==> config.mk <==
export PLATFORM = sky130hd
export DESIGN_NAME = prefix_adder
export DESIGN_NICKNAME = d
export VERILOG_FILES = /design/src/rtl/adder_pkg.sv /design/src/rtl/prefix_cell.sv /design/src/rtl/prefix_adder.sv
export SDC_FILE = /design/constraint.sdc
export NUM_CORES = 1
export LEC_CHECK = 0
export CORE_MARGIN = 2
export CORE_UTILIZATION = 47
export CTS_CLUSTER_SIZE = 12
export DETAILED_ROUTE_END_ITERATION = 16
export HOLD_SLACK_MARGIN = 0.03
export PLACE_DENSITY = 0.92
export SYNTH_ARGS = -nofsm -noshare
export SYNTH_HDL_FRONTEND = slang
export SYNTH_SLANG_ARGS = --single-unit
==> constraint.sdc <==
create_clock -name clk -period 1.3 [get_ports clk]
set_input_delay 0.39 -clock clk [delete_from_list [all_inputs] [get_ports clk]]
set_output_delay 0.39 -clock clk [all_outputs]
set_load 0.005 [all_outputs]
==> src/rtl/adder_pkg.sv <==
// Shared constants and helpers for the parallel-prefix adder.
package adder_pkg;

   // Default operand/sum width.
   localparam int ADDER_W = 25;

   // Number of Kogge-Stone prefix levels needed to span n bits: ceil(log2(n)).
   function automatic int prefix_levels(input int n);
      int lv;
      lv = 0;
      for (int k = 0; k < 7; k++) begin
         if ((32'sd1 <<< k) < n) begin
            lv = k + 1;
         end else begin
            lv = lv;
         end
      end
      return lv;
   endfunction

endpackage

==> src/rtl/prefix_cell.sv <==
// Kogge-Stone black cell: merges a high (G,P) group with the adjacent low group.
module prefix_cell (
   input  logic g_hi,
   input  logic p_hi,
   input  logic g_lo,
   input  logic p_lo,
   output logic g,
   output logic p
);

   // Group generate/propagate merge.
   always_comb begin
      g = g_hi | (p_hi & g_lo);
      p = p_hi & p_lo;
   end

endmodule

==> src/rtl/prefix_adder.sv <==
// N-bit unsigned adder built on a Kogge-Stone prefix carry network,
// with sum and carry-out registered (one cycle latency, full throughput).
module prefix_adder
   import adder_pkg::*;
#(
   parameter int N = ADDER_W
) (
   input  logic         clk,
   input  logic         rst_n,
   input  logic [N-1:0] input1,
   input  logic [N-1:0] input2,
   output logic [N-1:0] sum,
   output logic         cout
);

   localparam int LEVELS = prefix_levels(N);

   // Stage s holds the (G,P) of each bit after s prefix levels; stage 0 is bitwise.
   logic [LEVELS:0][N-1:0] g_st;
   logic [LEVELS:0][N-1:0] p_st;
   // The final group propagate is not needed by the sum or carry-out.
   logic [N-1:0]           p_final_unused_s;

   logic [N-1:0] sum_d;
   logic [N-1:0] sum_q;
   logic         cout_d;
   logic         cout_q;

   assign g_st[0]          = input1 & input2;
   assign p_st[0]          = input1 ^ input2;
   assign p_final_unused_s = p_st[LEVELS];

   // Prefix network: at level lv, bit i merges with bit i - 2^lv; low bits pass through.
   for (genvar lv = 0; lv < LEVELS; lv++) begin : g_level
      localparam int DIST = 1 << lv;
      for (genvar i = 0; i < N; i++) begin : g_bit
         if (i >= DIST) begin : g_black
            prefix_cell u_cell (
               .g_hi (g_st[lv][i]),
               .p_hi (p_st[lv][i]),
               .g_lo (g_st[lv][i-DIST]),
               .p_lo (p_st[lv][i-DIST]),
               .g    (g_st[lv+1][i]),
               .p    (p_st[lv+1][i])
            );
         end else begin : g_pass
            assign g_st[lv+1][i] = g_st[lv][i];
            assign p_st[lv+1][i] = p_st[lv][i];
         end
      end
   end

   // Sum bit i is its propagate XOR the carry into it (group generate of bits i-1..0).
   always_comb begin
      sum_d  = p_st[0] ^ {g_st[LEVELS][N-2:0], 1'b0};
      cout_d = g_st[LEVELS][N-1];
   end

   // Output register, cleared asynchronously by reset.
   always_ff @(posedge clk or negedge rst_n) begin
      if (!rst_n) begin
         sum_q  <= {N{1'b0}};
         cout_q <= 1'b0;
      end else begin
         sum_q  <= sum_d;
         cout_q <= cout_d;
      end
   end

   assign sum  = sum_q;
   assign cout = cout_q;

endmodule

==> results.sh, run 1 <==
export IMPL_ys_seq_elements=26
export IMPL_syn_area_um2=1986
export IMPL_synth_mux_area_share_pct=0
export IMPL_cts_path_max_buffers=2
export IMPL_detailed_place_hpwl_mm=5.297
export IMPL_syn_area_per_cell_um2=9.639
export IMPL_outcome="stopped before the end"
export IMPL_synthTopCellsByCount="a21oi_1 (27), dfrtp_1 (26), ha_1 (25), xnor2_1 (15)"
export IMPL_synth_top_area_share_pct=32.77
export IMPL_cts_setup_buffers=25
export IMPL_synth_ff_type="dfrtp_1"
export IMPL_ioPinCount=78
export IMPL_start_util_pct=49.29
export IMPL_async_flop_share_pct=100.0
export IMPL_stop_stage="clock tree synthesis"
export IMPL_synthAdderAreaFrac_pct=16.76
export IMPL_cts_made_buffers=3
export IMPL_ctsResizeCount=236
export IMPL_portBuffers=77
export IMPL_yosysWarnings=0
export IMPL_synth_top_area_cell="dfrtp_1"
export IMPL_synth_seq_area_share_pct=32.77
export IMPL_synth_area_top_cells="dfrtp_1 (33%), ha_1 (16%), a21oi_1 (6.8%), xnor2_1 (6.6%), a21o_1 (4.9%)"
export IMPL_gp_congestion=0.9234
export IMPL_synth_most_common_cell="a21oi_1"
export IMPL_syn_nets=284
export IMPL_synth_top_family_by_area="compound AO/OA/AOI/OAI gates"
export IMPL_stop_error="[ERROR DPL-0033] detailed placement checks failed during check placement."
export IMPL_cts_root_buf="clkbuf_8"
export IMPL_fp_dieW_um=69
export IMPL_synthSimpleGateAreaFrac_pct=10.14
export IMPL_clock_sinks=26
export IMPL_hold_buffers=0
export IMPL_synth_edf_count=0
export IMPL_synth_cell_types=43
export IMPL_cts_htree_levels=1
export IMPL_synth_xor_area_share_pct=9.263
export IMPL_rows=23
export IMPL_synth_cells=206
export IMPL_synth_compound_area_share_pct=28.61
export IMPL_dieHeight_um=69
-- cell families after synthesis --
logic type / Yosys count
compound gates: 81
xor+xnor: 21
fa+ha+maj: 26
buf+inv: 10
flops: 26
simple gates: 42
-- metrics by stage --
step                      cell area [um2]  instances  util (%)  hold WS (ps)  setup WS, ps
after floorplan                      2049        206         -         94.41        -724.0
after global placement               3312        388     82.21         758.3         -1313
after detailed placement             3312        388     82.21         765.7         -1436
==> run 2: changes to the inputs <==
--- a/config.mk
+++ b/config.mk
@@ -6,11 +6,9 @@
 export NUM_CORES = 1
 export LEC_CHECK = 0
 export CORE_MARGIN = 2
-export CORE_UTILIZATION = 47
-export CTS_CLUSTER_SIZE = 12
+export CORE_UTILIZATION = 40
 export DETAILED_ROUTE_END_ITERATION = 16
-export HOLD_SLACK_MARGIN = 0.03
-export PLACE_DENSITY = 0.92
+export PLACE_DENSITY_LB_ADDON = 0.15
 export SYNTH_ARGS = -nofsm -noshare
 export SYNTH_HDL_FRONTEND = slang
 export SYNTH_SLANG_ARGS = --single-unit
==> run 2 against run 1 <==
  * The flow now finishes, with violations (setup timing)
  * Synthesized cell count stayed put
  * Area after synthesis did not move
==> results.sh, run 2 <==
export IMPL_synth_cells=206
export IMPL_wl_per_cell_um=19.88
export IMPL_largest_register_ffs=25
export IMPL_ant_nets=0
export IMPL_fmax_mhz=498.7
export IMPL_core_area_um2=4755
export IMPL_clkTransAtPathRegs_ps=100
export IMPL_outcome="finished with violations"
export IMPL_antennaDiodeCount=0
export IMPL_synth_top_area_cell="dfrtp_1"
export IMPL_num_fill_cells=213
export IMPL_maxSlewHeadroom_pct=70.73
export IMPL_start_kind="primary input"
export IMPL_grt_overflow_total=0
export IMPL_die_area_um2=5544
export IMPL_antenna_found_initial=0
export IMPL_ys_seq_elements=26
export IMPL_leakage_nw=1.876
export IMPL_syn_nets=284
export IMPL_synth_edf_count=0
export IMPL_rows=25
export IMPL_vias=2379
export IMPL_power_total_mw=3.769
export IMPL_cts_made_buffers=3
export IMPL_portBuffers=77
export IMPL_cts_htree_levels=1
export IMPL_setup_tns_ps=-9958
export IMPL_synth_top_area_share_pct=32.77
export IMPL_wl_mm=8.748
export IMPL_gp_congestion=0.8198
export IMPL_grt_total_usage_pct=26.50
export IMPL_grt_pass1_wl_mm=11.07
export IMPL_setup_viol=22
export IMPL_violations="setup timing"
export IMPL_yosysWarnings=0
export IMPL_drc=0
export IMPL_final_cell_area_um2=4174
export IMPL_power_density_nw_per_um2=902.9
export IMPL_ioPinCount=78
export IMPL_final_cell_mix="buf_4 (77), dfrtp_1 (26), ha_4 (22), buf_6 (22), a21oi_2 (20)"
export IMPL_syn_area_um2=1986
export IMPL_syn_area_per_cell_um2=9.639
export IMPL_async_flop_share_pct=100.0
export IMPL_placedCellCount=410
export IMPL_cp_arrival_ps=2240
export IMPL_crit_fanout=5
export IMPL_detailed_place_hpwl_mm=4.479
export IMPL_fin_hold_ws_ps=306.0
export IMPL_cts_tree="yes"
export IMPL_synthTopCellsByCount="a21oi_1 (27), dfrtp_1 (26), ha_1 (25), xnor2_1 (15)"
export IMPL_final_layout_size_suffix_gt1_share_pct=59.79
export IMPL_vias_per_cell=5.407
export IMPL_cts_path_max_buffers=2
export IMPL_final_nets=452
export IMPL_synth_most_common_cell="a21oi_1"
export IMPL_utilization_pct=87.79
export IMPL_max_cap_violations=0
export IMPL_drt_initial_drc_count=131
export IMPL_drv_slew=0
export IMPL_clock_sinks=26
export IMPL_endpoint_kind="register"
export IMPL_dpl_instance_area_um2=3371
export IMPL_final_hold_violation_count=0
export IMPL_final_cells=440
export IMPL_required_ps=1530
export IMPL_synth_seq_area_share_pct=32.77
export IMPL_worstSetupPathType="primary input to register"
export IMPL_rsz0062_at_grt="true"
export IMPL_setup_ws_ps=-705.0
export IMPL_hold_buffers=0
export IMPL_synth_ff_type="dfrtp_1"
export IMPL_grt_max_degree=27
export IMPL_fp_dieW_um=74.46
export IMPL_grt_pass1_vias=2317
export IMPL_max_slew_worst_pin_slew_ps=437.1
export IMPL_fin_crit_ps=2005
export IMPL_dp_slack_ps=-1393
export IMPL_fin_crit_sh_pct=154.2
export IMPL_drt_first_pass_iters=4
export IMPL_area_growth_pct=110.2
export IMPL_hold_class="primary input to register"
export IMPL_vdd_ir_drop_max_mv=0.5031
export IMPL_synth_cell_types=43
export IMPL_synth_area_top_cells="dfrtp_1 (33%), ha_1 (16%), a21oi_1 (6.8%), xnor2_1 (6.6%), a21o_1 (4.9%)"
export IMPL_cts_root_buf="clkbuf_8"
export IMPL_final_common_cell="buf_4"
export IMPL_dieHeight_um=74.46
export IMPL_start_util_pct=41.76
-- run 2: cells by family (layout without fill, tap and decap cells) --
family | Yosys count | after routing | share of synthesized area, %
AO/OA/AOI/OAI | 81 | 81 | 28.61
AND/OR/NAND/NOR | 42 | 42 | 10.15
adder cells (fa/ha/maj) | 26 | 26 | 16.76
flip-flops | 26 | 26 | 32.77
XOR/XNOR | 21 | 21 | 9.263
buffers and inverters | 10 | 177 | 2.458
-- run 2: path summary, 6_finish.rpt --
kind,from,end,slack (ps),cells after the start
max in group asynchronous,rst_n,sum[6]$_DFF_PN0_,680,2
worst min-delay path,input1[0],sum[0]$_DFF_PN0_,310,2
worst max-delay path,input1[1],sum[24]$_DFF_PN0_,-710,10
min in group asynchronous,rst_n,sum[19]$_DFF_PN0_,460,2
-- run 2: layout make-up --
| type | count | area (um2) | area share, % |
|---|---|---|---|
| multi-input cells | 170 | 1958 | 46.91 |
| clock inverters | 1 | 30.03 | 0.7194 |
| clock buffers | 3 | 41.29 | 0.9892 |
| flip-flops and latches | 26 | 650.6 | 15.59 |
| repair buffers | 167 | 1388 | 33.24 |
| inverters | 6 | 22.52 | 0.5396 |
| well taps | 67 | 83.83 | 2.008 |
-- run 2: per-layer routing --
layer  GRT usage, %  up-vias  part of all wire, %
met3          3.117       24                  5.5
li1               -     1086                    -
met2          45.72      106                   52
met5              0        -                    0
met4          11.71        0                  3.4
met1          33.25     1163                   39
-- run 2: critical path, stage by stage --
cell and delay, ps:
buf_8 100, buf_6 110, fa_2 410, a21oi_4 180, nor3b_4 70, o21ai_1 160
and3_4 260, a41oi_2 160, a21oi_2 230, a31o_1 160
-- run 2: report_power, final --
group | internal [mW] | switching [mW] | leakage [nW] | total (mW)
logic | 1.10 | 0.931 | 1.54 | 2.03
clock network | 0.414 | 0.295 | 0.0357 | 0.709
registers | 0.972 | 0.0614 | 0.303 | 1.03
total | 2.48 | 1.29 | 1.88 | 3.77
-- run 2: what timing repair did --
item | 4_1_cts | 5_1_grt
buffers inserted | 18 | 11
resized for setup | 237 | 83
cloned | 0 | 0
endpoints found under the setup margin | 51 | 41
pin swaps | 70 | 44
Power figures use the tool's default switching activity.
==> run 3: changes to the inputs <==
--- a/config.mk
+++ b/config.mk
@@ -5,6 +5,8 @@
 export SDC_FILE = /design/constraint.sdc
 export NUM_CORES = 1
 export LEC_CHECK = 0
+export CAP_MARGIN = 20
+export CORE_ASPECT_RATIO = 1.2
 export CORE_MARGIN = 2
 export CORE_UTILIZATION = 40
 export DETAILED_ROUTE_END_ITERATION = 16
==> run 3 against run 2 <==
  * The run still ends with setup timing left
  * Highest routed layer unchanged
  * Core utilization fell by 4.6 points
  * Critical endpoint unchanged
  * Design area fell by 3.0%
  * Sequential share of layout area rose by 0.48 points
  * Via count fell by 4.2%
  * Critical path depth did not move
  * Clock power fell by 24%
  * Maximum frequency rose by 2.5%
==> results.sh, run 3 (synthesized netlist as in run 2, its figures left out) <==
export IMPL_hold_buffers=0
export IMPL_worstHoldPathCells=2
export IMPL_p_comb_share_pct=54.5
export IMPL_rows=28
export IMPL_grt_pass1_vias=2297
export IMPL_cp_arrival_ps=2130
export IMPL_final_layout_size_suffix_gt1_share_pct=49.73
export IMPL_endpoint_kind="register"
export IMPL_min_to="sum[0]$_DFF_PN0_"
export IMPL_rsz0062_at_grt="true"
export IMPL_p_seq_share_pct=29.9
export IMPL_intPower_mw=2.322
export IMPL_drc=0
export IMPL_core_area_um2=4870
export IMPL_final_cells=432
export IMPL_slowest_delay_ps=370
export IMPL_grt_max_degree=27
export IMPL_hold_class="primary input to register"
export IMPL_final_common_cell="buf_4"
export IMPL_worst_path_max_delay_cell="fa_2"
export IMPL_final_hold_violation_count=0
export IMPL_swShare_pct=32.78
export IMPL_largest_register_ffs=25
export IMPL_grt_pass1_wl_mm=10.38
export IMPL_p_switching_mw=1.132
export IMPL_antennaDiodeCount=0
export IMPL_start_kind="primary input"
export IMPL_cts_root_buf="clkbuf_8"
export IMPL_dpl_instance_area_um2=3385
export IMPL_fmax_mhz=511.1
export IMPL_max_cap_violations=0
export IMPL_gp_congestion=0.8688
export IMPL_drt_initial_drc_count=90
export IMPL_grt_total_usage_pct=25.06
export IMPL_cts_path_max_buffers=2
export IMPL_cts_htree_levels=1
export IMPL_violations="setup timing"
export IMPL_worstSetupPathType="primary input to register"
export IMPL_start_util_pct=40.78
export IMPL_final_cell_mix="buf_4 (82), clkdlybuf4s15_1 (39), dfrtp_1 (26), ha_4 (21), a21oi_2 (14)"
export IMPL_portBuffers=77
export IMPL_path_buf_inv=1
export IMPL_area_growth_pct=104.0
export IMPL_power_total_mw=3.454
export IMPL_power_density_nw_per_um2=852.9
export IMPL_drv_slew=0
export IMPL_fin_hold_ws_ps=325.3
export IMPL_required_ps=1470
export IMPL_antenna_found_initial=0
export IMPL_pwr_share_clk_pct=15.7
export IMPL_grt_overflow_total=0
export IMPL_vdd_ir_drop_max_mv=0.4687
export IMPL_cts_made_buffers=3
export IMPL_setup_viol=22
export IMPL_ant_nets=0
export IMPL_final_nets=451
export IMPL_fin_crit_sh_pct=150.5
export IMPL_wl_per_cell_um=16.28
export IMPL_ioPinCount=78
export IMPL_clkTransAtPathRegs_ps=90
export IMPL_maxSlewHeadroom_pct=77.42
export IMPL_hold_start="input1[0]"
export IMPL_leakage_nw=1.784
export IMPL_setup_ws_ps=-656.6
export IMPL_cp_depth=10
export IMPL_cp_top_family="compound AO/OA/AOI/OAI gates"
export IMPL_path_cells="buf_6 > ha_4 > fa_2 > a21oi_4 > nor3b_2 > o21ai_1 > and3_4 > o31ai_4 > o22a_1 > a31o_1"
export IMPL_max_slew_worst_pin_slew_ps=337.5
export IMPL_placedCellCount=406
export IMPL_fin_crit_ps=1957
export IMPL_vias_per_cell=5.273
export IMPL_crit_fanout=5
export IMPL_fp_dieW_um=68.32
export IMPL_cts_tree="yes"
export IMPL_detailed_place_hpwl_mm=4.535
export IMPL_dieHeight_um=81.18
export IMPL_final_cell_area_um2=4050
export IMPL_vias=2278
export IMPL_drt_first_pass_iters=4
export IMPL_clock_sinks=26
export IMPL_utilization_pct=83.17
export IMPL_die_area_um2=5546
export IMPL_num_fill_cells=278
export IMPL_outcome="finished with violations"
export IMPL_wl_mm=7.035
-- run 3: cell types whose count changed in the layout (fill, tap and decap cells not counted), moves of 6 or more --
cell,previous run,this run
clkbuf_2,15,0
clkdlybuf4s15_1,19,39
a21oi_2,20,14
buf_6,22,11
-- run 3: repair_timing --
| action | CTS | global route |
|---|---|---|
| cloned | 0 | 0 |
| pin swaps | 75 | 20 |
| setup endpoints to repair | 51 | 36 |
| setup buffers | 19 | 3 |
| gates resized for setup | 210 | 46 |
-- run 3: worst max-delay path by stage --
| stage | endpoint | start | slack, ps |
|---|---|---|---|
| 2_1_floorplan | sum[24]$_DFF_PN0_ | input1[0] | -720 |
| 3_3_place_gp | sum[24]$_DFF_PN0_ | input1[0] | -1340 |
| 3_5_place_dp | sum[24]$_DFF_PN0_ | input1[0] | -1350 |
| 4_1_cts | sum[24]$_DFF_PN0_ | input2[0] | -550 |
| 5_1_grt | sum[22]$_DFF_PN0_ | input2[0] | -700 |
| 6_report | sum[24]$_DFF_PN0_ | input2[0] | -660 |
-- run 3: power by group through the flow --
stage	clock network [mW]	logic, mW	registers [mW]
after floorplan	0	0.623	1.06
after global placement	0	1.51	1.04
after detailed placement	0	1.54	1.04
after CTS	0.539	1.68	1.03
after global routing	0.571	2.01	1.05
final	0.542	1.88	1.03
-- run 3: area by class of cell --
type	count	area (um2)	share of cell area, %
Clock buffer	4	55.05	1.359
Inverter	6	22.52	0.5561
Multi-Input combinational cell	170	1838	45.38
Sequential cell	26	650.6	16.06
Tap cell	60	75.07	1.854
Timing Repair Buffer	166	1409	34.79
-- run 3: per-stage QoR --
| stage | setup slack (ps) | setup TNS [ps] |
|---|---|---|
| floorplan | -724.0 | -10230 |
| global route | -700.3 | -10900 |
| detailed placement | -1345 | -25840 |
| CTS | -554.0 | -8023 |
| global placement | -1335 | -25520 |
| finish | -656.6 | -9791 |
-- run 3: per-layer routing --
metal,global-route usage (%),part of all wire [%],vias to the layer above
li1,-,-,1093
met1,28.01,39,1107
met2,47.67,56,65
met3,1.939,2.9,13
met4,9.800,2.0,0
met5,0,0,-
